<file path="src/rtl/mips_mc_ctrl_pkg.sv">
// Shared widths, ALU op codes and instruction field constants for the multi-cycle MIPS controller.
// Optional immediate-ALU support (addi/ori) is enabled by defining MC_CTRL_IMM_EN.
`ifndef MIPS_MC_CTRL_DEFINES
`define MIPS_MC_CTRL_DEFINES
`define WORD_SIZE 32
`define OP_SIZE 3
`define ADD 3'b010
`define SUB 3'b110
`define AND 3'b000
`define OR  3'b001
`define SLT 3'b111
`endif

package mips_mc_ctrl_pkg;

    localparam int unsigned OPC_W   = 6;
    localparam int unsigned FUNCT_W = 6;

    // Opcode field values
    localparam logic [OPC_W-1:0] OPC_RTYPE = 6'b000000;
    localparam logic [OPC_W-1:0] OPC_LW    = 6'b100011;
    localparam logic [OPC_W-1:0] OPC_SW    = 6'b101011;
    localparam logic [OPC_W-1:0] OPC_BEQ   = 6'b000100;
    localparam logic [OPC_W-1:0] OPC_J     = 6'b000010;
    localparam logic [OPC_W-1:0] OPC_ADDI  = 6'b001000;
    localparam logic [OPC_W-1:0] OPC_ORI   = 6'b001101;

    // R-type funct field values
    localparam logic [FUNCT_W-1:0] FUNCT_ADD = 6'b100000;
    localparam logic [FUNCT_W-1:0] FUNCT_SUB = 6'b100010;
    localparam logic [FUNCT_W-1:0] FUNCT_AND = 6'b100100;
    localparam logic [FUNCT_W-1:0] FUNCT_OR  = 6'b100101;
    localparam logic [FUNCT_W-1:0] FUNCT_SLT = 6'b101010;

endpackage

</file>
<file path="src/rtl/alu_op_dec.sv">
// Combinational R-type funct to ALU operation decode; flags functs it does not recognise.
module alu_op_dec
    import mips_mc_ctrl_pkg::*;
(
    input  logic [FUNCT_W-1:0]  funct,
    output logic [`OP_SIZE-1:0] alu_sel_c,
    output logic                funct_ok_c
);

    always_comb begin
        alu_sel_c  = `ADD;
        funct_ok_c = 1'b1;
        case (funct)
            FUNCT_ADD: alu_sel_c = `ADD;
            FUNCT_SUB: alu_sel_c = `SUB;
            FUNCT_AND: alu_sel_c = `AND;
            FUNCT_OR:  alu_sel_c = `OR;
            FUNCT_SLT: alu_sel_c = `SLT;
            default:   funct_ok_c = 1'b0;
        endcase
    end

endmodule

</file>
<file path="src/rtl/mips_mc_ctrl.sv">
// Multi-cycle MIPS control unit: Moore FSM decoding datapath strobes from the current state.
// Define MC_CTRL_IMM_EN to add the IMM_EXEC/IMM_WB path for addi and ori.
module mips_mc_ctrl
    import mips_mc_ctrl_pkg::*;
(
    input  logic                clk,
    input  logic                rst,
    input  logic [OPC_W-1:0]    opcode,
    input  logic [FUNCT_W-1:0]  funct,
    input  logic                alu_zero_flag,
    output logic [`OP_SIZE-1:0] alu_sel,
    output logic                pc_en,
    output logic                i_or_d,
    output logic                mem_read,
    output logic                mem_write,
    output logic                ir_write,
    output logic                mem_to_reg,
    output logic                reg_dst,
    output logic                reg_write,
    output logic                alu_src_a,
    output logic [1:0]          alu_src_b,
    output logic [1:0]          pc_src,
    output logic                illegal_op
);

    typedef enum logic [3:0] {
        S_FETCH,
        S_DECODE,
        S_MEM_ADDR,
        S_MEM_RD,
        S_MEM_WB,
        S_MEM_WR,
        S_R_EXEC,
        S_R_WB,
        S_BRANCH,
        S_JUMP
`ifdef MC_CTRL_IMM_EN
        , S_IMM_EXEC
        , S_IMM_WB
`endif
    } state_t;

    state_t state;
    state_t state_nxt;

    logic [`OP_SIZE-1:0] r_alu_sel;
    logic                r_funct_ok;

    alu_op_dec u_alu_op_dec (
        .funct      (funct),
        .alu_sel_c  (r_alu_sel),
        .funct_ok_c (r_funct_ok)
    );

    // State register; reset lands in FETCH immediately
    always_ff @(posedge clk or posedge rst) begin
        if (rst) state <= S_FETCH;
        else     state <= state_nxt;
    end

    // Next state and outputs; everything held at defaults while rst is high
    always_comb begin
        state_nxt  = S_FETCH;
        alu_sel    = `ADD;
        pc_en      = 1'b0;
        i_or_d     = 1'b0;
        mem_read   = 1'b0;
        mem_write  = 1'b0;
        ir_write   = 1'b0;
        mem_to_reg = 1'b0;
        reg_dst    = 1'b0;
        reg_write  = 1'b0;
        alu_src_a  = 1'b0;
        alu_src_b  = 2'd0;
        pc_src     = 2'd0;
        illegal_op = 1'b0;

        if (!rst) begin
            case (state)
                S_FETCH: begin
                    mem_read  = 1'b1;
                    ir_write  = 1'b1;
                    pc_en     = 1'b1;
                    alu_src_b = 2'd1;
                    state_nxt = S_DECODE;
                end
                S_DECODE: begin
                    // Branch target precompute: PC + (imm << 2)
                    alu_src_b = 2'd3;
                    case (opcode)
                        OPC_LW, OPC_SW: state_nxt = S_MEM_ADDR;
                        OPC_RTYPE:      state_nxt = S_R_EXEC;
                        OPC_BEQ:        state_nxt = S_BRANCH;
                        OPC_J:          state_nxt = S_JUMP;
`ifdef MC_CTRL_IMM_EN
                        OPC_ADDI, OPC_ORI: state_nxt = S_IMM_EXEC;
`endif
                        default: begin
                            illegal_op = 1'b1;
                            state_nxt  = S_FETCH;
                        end
                    endcase
                end
                S_MEM_ADDR: begin
                    alu_src_a = 1'b1;
                    alu_src_b = 2'd2;
                    state_nxt = (opcode == OPC_SW) ? S_MEM_WR : S_MEM_RD;
                end
                S_MEM_RD: begin
                    mem_read  = 1'b1;
                    i_or_d    = 1'b1;
                    state_nxt = S_MEM_WB;
                end
                S_MEM_WB: begin
                    reg_write  = 1'b1;
                    mem_to_reg = 1'b1;
                    state_nxt  = S_FETCH;
                end
                S_MEM_WR: begin
                    mem_write = 1'b1;
                    i_or_d    = 1'b1;
                    state_nxt = S_FETCH;
                end
                S_R_EXEC: begin
                    alu_src_a = 1'b1;
                    alu_sel   = r_alu_sel;
                    if (r_funct_ok) begin
                        state_nxt = S_R_WB;
                    end else begin
                        illegal_op = 1'b1;
                        state_nxt  = S_FETCH;
                    end
                end
                S_R_WB: begin
                    reg_write = 1'b1;
                    reg_dst   = 1'b1;
                    state_nxt = S_FETCH;
                end
                S_BRANCH: begin
                    alu_src_a = 1'b1;
                    alu_sel   = `SUB;
                    pc_src    = 2'd1;
                    pc_en     = alu_zero_flag;
                    state_nxt = S_FETCH;
                end
                S_JUMP: begin
                    pc_en     = 1'b1;
                    pc_src    = 2'd2;
                    state_nxt = S_FETCH;
                end
`ifdef MC_CTRL_IMM_EN
                S_IMM_EXEC: begin
                    alu_src_a = 1'b1;
                    alu_src_b = 2'd2;
                    alu_sel   = (opcode == OPC_ORI) ? `OR : `ADD;
                    state_nxt = S_IMM_WB;
                end
                S_IMM_WB: begin
                    reg_write = 1'b1;
                    state_nxt = S_FETCH;
                end
`endif
                default: state_nxt = S_FETCH;
            endcase
        end
    end

endmodule

</file>
<file path="config.mk">
export PLATFORM = sky130hd
export DESIGN_NAME = mips_mc_ctrl
export DESIGN_NICKNAME = d
export VERILOG_FILES = /design/src/rtl/mips_mc_ctrl_pkg.sv /design/src/rtl/alu_op_dec.sv /design/src/rtl/mips_mc_ctrl.sv
export SDC_FILE = /design/constraint.sdc
export NUM_CORES = 1
export LEC_CHECK = 0
export CAP_MARGIN = 40
export CORE_MARGIN = 4
export CORE_UTILIZATION = 38
export CTS_BUF_LIST = sky130_fd_sc_hd__clkbuf_8
export DETAILED_ROUTE_END_ITERATION = 8
export PLACE_DENSITY = 0.94
export SYNTH_ARGS = -nofsm -noshare
export SYNTH_HDL_FRONTEND = slang
export SYNTH_SLANG_ARGS = --single-unit
</file>
<file path="constraint.sdc">
create_clock -name clk -period 2.1 [get_ports clk]
set_input_delay 0.42 -clock clk [delete_from_list [all_inputs] [get_ports clk]]
set_output_delay 0.42 -clock clk [all_outputs]
set_load 0.1 [all_outputs]
</file>
==> results.txt, run 1 <==
Post-Syn Instances -> 70
Sequential area share after synthesis -> 18.9%
Synth Area in XOR/XNOR -> 4.96%
DIE HEIGHT -> 45.3 µm
Ys flop type -> dfrtp_1
Synth area leader -> dfrtp_1
Dpl cell area -> 1220 µm²
Status -> stopped before the end
Max clock buf depth -> 2
Initial Utilization -> 40.7%
Post-synth EDFFs -> 0
Area contributors post-synth -> dfrtp_1, nor3_1, xor2_1
Top-count cell post-synth -> nor3_1
Last stage -> clock tree synthesis (4_1_cts)
Cts hold-fix bufs -> 0
H-tree depth -> 1
Yosys warns -> 0
Post-Synth Adder-Cell Area -> 0%
Die X -> 45.3 µm
Most instantiated cells after synthesis -> nor3_1, nand2_1, nor2_1, dfrtp_1, inv_1
Synthesized flop and latch total -> 4
Distinct cell type count after synthesis -> 36
Stop err -> [ERROR DPL-0038] Utilization greater than 100%, impossible to legalize
Total CTS buffers -> 3
CTS Sinks -> 4
Largest family of logic cells by synthesized area -> simple AND/OR/NAND/NOR gates
Simple-gate portion of the synthesized area -> 52.0%
I/O pins -> 32
Rows -> 13
Root buf cell -> clkbuf_8
Syn Nets -> 85
Synth async-reset ratio -> 100%
DP Wirelength -> 1980 µm
Post-CTS setup buffer count -> 11
Mux cell area share after synthesis -> 0%
Mapped Area -> 529 µm²
Post-synthesis compound-gate area fraction -> 14.7%
Avg Inst Size Synth -> 7.56 µm²
Post-cts sizing count -> 47
Synth top area share -> 18.9%
Port buffer count -> 31
Routability Congestion -> 0.830
-- through the flow --
step / worst slack [ns] / utilization, % / instances / hold WS (ns)
global placement: -0.492 / 94.0 / 130 / 0.723
detailed placement: -0.614 / 94.0 / 130 / 0.760
floorplan: -0.707 / - / 70 / 0.332
-- logic make-up after synthesis --
group	after synthesis
AND/OR/NAND/NOR	44
AO/OA/AOI/OAI	10
buffers and inverters	9
flip-flops	4
XOR/XNOR	3
==> inputs of run 2 (changes only) <==
- CORE_AREA: not set -> 4 4 65 67
- CORE_MARGIN: 4 -> not set
- CORE_UTILIZATION: 38 -> not set
- CTS_BUF_LIST: sky130_fd_sc_hd__clkbuf_8 -> not set
- DIE_AREA: not set -> 0 0 69 71
- PLACE_DENSITY: 0.94 -> not set
- PLACE_DENSITY_LB_ADDON: not set -> 0.15
==> run 2 against run 1 <==
  * The flow now finishes, with violations (negative setup slack)
  * Synthesized area unchanged
  * Synthesized cell count unchanged
==> results.txt, run 2 <==
Total CTS buffers -> 3
Fin crit period -> 2.26 ns
Max clock buf depth -> 2
DP Wirelength -> 1780 µm
Regs by FF count -> state (4)
Total wire length -> 2160 µm
WHS -> 0.414 ns
Die X -> 69 µm
Cts hold-fix bufs -> 0
Synth top area share -> 18.9%
WP data required -> 1.68 ns
Multi-input gate area -> 544 µm²
Synth async-reset ratio -> 100%
Violations in the final reports -> negative setup slack
Buffer and inverter count on the worst path -> 2
Worst clock skew -> 0.00132 ns
Cells along the critical path -> dlygate4sd2_1, nand2b_4, or3_4, or4b_4, buf_12
Area contributors post-synth -> dfrtp_1, nor3_1, xor2_1
Layout Utilization -> 39.6%
Post-DR wirelength/cell -> 12.3 µm
Ys flop type -> dfrtp_1
Power density cells -> 323 nW/µm²
Final setup viols -> 2
Largest net degree at the start of global routing -> 11
Vias per cell -> 4.30
Sequential cell area -> 100 µm²
Status -> complete, but fails checks
Final #Nets -> 144
Synthesized flop and latch total -> 4
Gr usage total -> 9.22%
Clock latency on the worst-skew pair -> 0.21 ns
Critical Path Start -> funct[4]
CTS tree -> done
Gr ovfl total -> 0
VDD IR max -> 0.148 mV
Synth area leader -> dfrtp_1
Antenna cells -> 0
End of the critical path -> alu_sel[1]
Critical-path maximum fanout -> 2
Metal2 WL -> 1120 µm
Worst path depth -> 5
Max Used Layer -> met4
Rows -> 22
CP top delay family -> simple AND/OR/NAND/NOR gates
R2R setup slack -> 0.38 ns
DRC Markers -> 0
Top-count cell post-synth -> nor3_1
Crit start category -> primary input
Initial Utilization -> 14.6%
Dpl ws -> -0.520 ns
Initial antenna violation count -> 0
Post-Syn Instances -> 70
Root buf cell -> clkbuf_8
Fillers -> 393
CTS Sinks -> 4
CP max stage delay -> 0.50 ns
Most instantiated cells after synthesis -> nor3_1, nand2_1, nor2_1, dfrtp_1, inv_1
Max-slew headroom -> 75.8%
Max-slew violations -> 0
Number of global-route vias before repair -> 773
Total power -> 0.465 mW
Most frequent cells in the layout -> buf_4, buf_12, nand2_1, dlygate4sd2_1
CP max stage cell -> or4b_4
I/O pins -> 32
Syn Nets -> 85
Port buffer count -> 31
H-tree depth -> 1
Top reg by flops -> state
Slew @ Worst Pin -> 0.360 ns
Pre-antenna DRT Iters -> 2
Worst EP arrival -> 1.84 ns
Yosys warns -> 0
Final ANT Viol Nets -> 0
End of the worst register-to-register path -> state[2]$_DFF_PP0_
DR vias -> 753
Die Footprint -> 4900 µm²
DIE HEIGHT -> 71 µm
Routability Congestion -> 0.762
Worst Setup Slack, final -> -0.161 ns
Post-synth EDFFs -> 0
Met3 WL post-DR -> 87 µm
RSZ-0062 raised after global routing -> true
Distinct cell type count after synthesis -> 36
Leak -> 0.621 nW
Final Hold Fails -> 0
Crit Path Class -> in2out
Sequential area share after synthesis -> 18.9%
Final Cycle Share -> 108%
Iter 0 DRT Violations -> 8
Routed metal-1 wire length -> 905 µm
Crit path capture type -> primary output
R2r startpoint -> state[3]$_DFF_PP0_
Worst reg-to-reg path cell count -> 5
Hold Crit Class -> in2async
Core Footprint -> 3630 µm²
Reg clk slew, reported paths -> 0.03 ns
# Max-Cap Violations -> 0
Leading cell type in the layout, fill and taps excluded -> buf_4
First-pass GRT wire length -> 3670 µm
Max Freq -> 442 MHz
Avg Inst Size Synth -> 7.56 µm²
P&R area growth vs syn -> 172%
Layout cell share with drive strength beyond 1 -> 63.0%
Mapped Area -> 529 µm²
Post-route setup TNS -> -0.220 ns
Largest register FFs -> 4
run 2: per-stage QoR:
stage,area [µm²],instances
2_1_floorplan,639,70
3_3_place_gp,1310,169
3_5_place_dp,1310,169
4_1_cts,1410,175
5_1_grt,1440,175
6_report,1440,175
run 2: per-layer routing:
metal,track usage [%],up-vias
li1,-,375
met1,10.4,350
met2,16.1,24
met3,1.85,4
met4,5.21,0
met5,0,-
run 2: logic make-up after synthesis:
group / count (synthesis) / share of synthesized area, %
AOI/OAI and AO/OA: 10 / 14.7
xor gates and xnor gates: 3 / 4.97
buffers and inverters: 9 / 9.45
DFF: 4 / 18.9
and+or+nand+nor: 44 / 52.0
run 2: cell type report:
class / count / area share, %
Clock buffer: 3 / 2.87
Multi-Input combinational cell: 57 / 37.8
Inverter: 4 / 1.04
Tap cell: 48 / 4.17
Timing Repair Buffer: 59 / 47.2
Sequential cell: 4 / 6.95
run 2: worst min-delay path by stage:
stage / slack, ns / startpoint / endpoint
2_1_floorplan: 0.33 / rst / state[0]$_DFF_PP0_
6_report: 0.41 / rst / state[1]$_DFF_PP0_
3_3_place_gp: 0.77 / state[0]$_DFF_PP0_ / state[2]$_DFF_PP0_
3_5_place_dp: 0.78 / state[2]$_DFF_PP0_ / state[0]$_DFF_PP0_
4_1_cts: 0.51 / rst / state[1]$_DFF_PP0_
5_1_grt: 0.44 / rst / state[1]$_DFF_PP0_
run 2: timing repair:
| item | in CTS | in global routing |
|---|---|---|
| pin swaps | 8 | 8 |
| endpoints found under the setup margin | 8 | 5 |
| buffers inserted | 3 | 0 |
| gates resized for setup | 34 | 9 |
run 2: power by group:
group,internal [mW],switching [mW],leakage (nW)
Combinational,0.0961,0.128,0.545
Clock,0.122,0.0378,0.0216
Sequential,0.0796,0.00144,0.0543
Total,0.298,0.168,0.621
run 2: tightest hold or removal path: cells and delay by family:
| kind | cells | cell delay, ns |
|---|---|---|
| buf+inv | 4 | 0.52 |
Power figures use the tool's default switching activity.
==> inputs of run 3 (changes only) <==
- clock period: 2.1 -> 2.9 ns (I/O delays scaled with it)
==> run 3 against run 2 <==
  * The run now ends clean
  * Clock power shrank 28%
  * Largest power group unchanged
  * First-iteration DRC count is the same
  * Worst hold slack gained 0.21 ns
==> results.txt, run 3 (same netlist as run 2, synthesis figures left out) <==
Pre-antenna DRT Iters -> 4
I/O pins -> 32
Status -> complete, no violations
Total power -> 0.314 mW
Worst clock skew -> 0.00225 ns
Rows -> 22
H-tree depth -> 1
Layout cell share with drive strength beyond 1 -> 40.2%
Core Footprint -> 3630 µm²
CTS tree -> done
GR Util met3 -> 1.99%
Finished Layout Cells -> 155
DIE HEIGHT -> 71 µm
Gr busiest metal -> met2
Leak -> 0.494 nW
R2R setup slack -> 1.19 ns
Largest net degree at the start of global routing -> 12
Layout Utilization -> 33.0%
P&R area growth vs syn -> 126%
WP data required -> 2.32 ns
Total wire length -> 1850 µm
Total CTS buffers -> 3
Vias per cell -> 4.08
Reg clk slew, reported paths -> 0.03 ns
Root buf cell -> clkbuf_8
Regs by FF count -> state (4)
Antenna cells -> 0
Hold Crit Class -> in2async
Crit start category -> primary input
CTS Sinks -> 4
DRC Markers -> 0
VDD IR max -> 0.115 mV
DR vias -> 632
WHS -> 0.624 ns
Cells after DPL -> 152
Leading cell type in the layout, fill and taps excluded -> buf_12
DP Wirelength -> 1540 µm
Top reg by flops -> state
Cts hold-fix bufs -> 0
Fin crit period -> 2.85 ns
Met1 usage -> 9.46%
Number of global-route vias before repair -> 641
CP max stage delay -> 0.52 ns
Buffer and inverter count on the worst path -> 2
Max-slew violations -> 0
CP top delay family -> simple AND/OR/NAND/NOR gates
Post-DR wirelength/cell -> 11.9 µm
Clock latency on the worst-skew pair -> 0.22 ns
Final ANT Viol Nets -> 0
Fillers -> 393
# Max-Cap Violations -> 0
First-pass GRT wire length -> 3050 µm
Gr ovfl total -> 0
Worst EP arrival -> 2.27 ns
Final Hold Fails -> 0
Routability Congestion -> 0.766
Critical-path maximum fanout -> 3
Initial Utilization -> 14.6%
Largest register FFs -> 4
Crit path capture type -> primary output
Cells along the critical path -> clkdlybuf4s50_1, or4_4, nor3_4, a21oi_2, a32o_2, buf_12
Max Freq -> 351 MHz
Port buffer count -> 31
Die Footprint -> 4900 µm²
Max clock buf depth -> 2
Gr usage total -> 7.61%
Final #Nets -> 124
Slew @ Worst Pin -> 0.451 ns
Final Cycle Share -> 98.1%
Power density cells -> 262 nW/µm²
Grt met2 use -> 12.4%
Max-slew headroom -> 69.9%
Initial antenna violation count -> 0
Iter 0 DRT Violations -> 8
Crit Path Class -> in2out
CP max stage cell -> or4_4
Most frequent cells in the layout -> buf_12, clkdlybuf4s50_1, buf_4
Final setup viols -> 0
Die X -> 69 µm
[run 3: what timing repair did]
item / 4_1_cts / 5_1_grt
setup buffers: 0 / 0
endpoints found under the setup margin: 1 / 1
pin swaps: 1 / 3
resized for setup: 1 / 8
cloned: 0 / 0
hold endpoints to repair: 0 / 0
[run 3: per-layer routing]
layer / wire (µm) / share of wire (%) / vias to the layer above
met5: 0 / 0 / -
met2: 942 / 51 / 23
met3: 74 / 4.0 / 2
met4: 14 / 0.76 / 0
li1: - / - / 329
met1: 821 / 44 / 278
[run 3: cell type report]
type,count,area [µm²],share of cell area [%]
multi-input cells,57,437,36.5
repair buffers,39,544,45.5
clock buffers,3,41.3,3.45
flip-flops and latches,4,100,8.36
well taps,48,60.1,5.02
inverters,4,15.0,1.25
[run 3: power by group]
group          switching [mW]  internal (mW)
clock                  0.0274         0.0883
sequential            0.00424         0.0576
combinational          0.0789         0.0574
[run 3: worst paths after layout]
| check | endpoint | cells past startpoint | start |
|---|---|---|---|
| worst max-delay path | illegal_op | 6 | opcode[4] |
| worst min-delay path | state[1]$_DFF_PP0_ | 3 | rst |
| max in group asynchronous | state[3]$_DFF_PP0_ | 3 | rst |
| min in group clk | state[3]$_DFF_PP0_ | 2 | state[0]$_DFF_PP0_ |
| worst min register to register | state[3]$_DFF_PP0_ | 2 | state[0]$_DFF_PP0_ |
| worst max register to register | state[2]$_DFF_PP0_ | 4 | state[3]$_DFF_PP0_ |
[run 3: stage by stage]
step,cell area [µm²],worst slack [ns],TNS [ns]
finish,1200,0.0538,0
detailed placement,1130,-0.00933,-0.00933
CTS,1170,0.0000422,0
global placement,1130,-0.0106,-0.0117
floorplan,566,-0.662,-3.27
global route,1200,-0.0109,-0.0109
[run 3: worst register-to-register path, cell delays in order (launching register included)]
cell and delay (ns):
dfrtp_1 0.50, nand2b_4 0.22, or3_1 0.33, or4_1 0.47, nand3_1 0.11
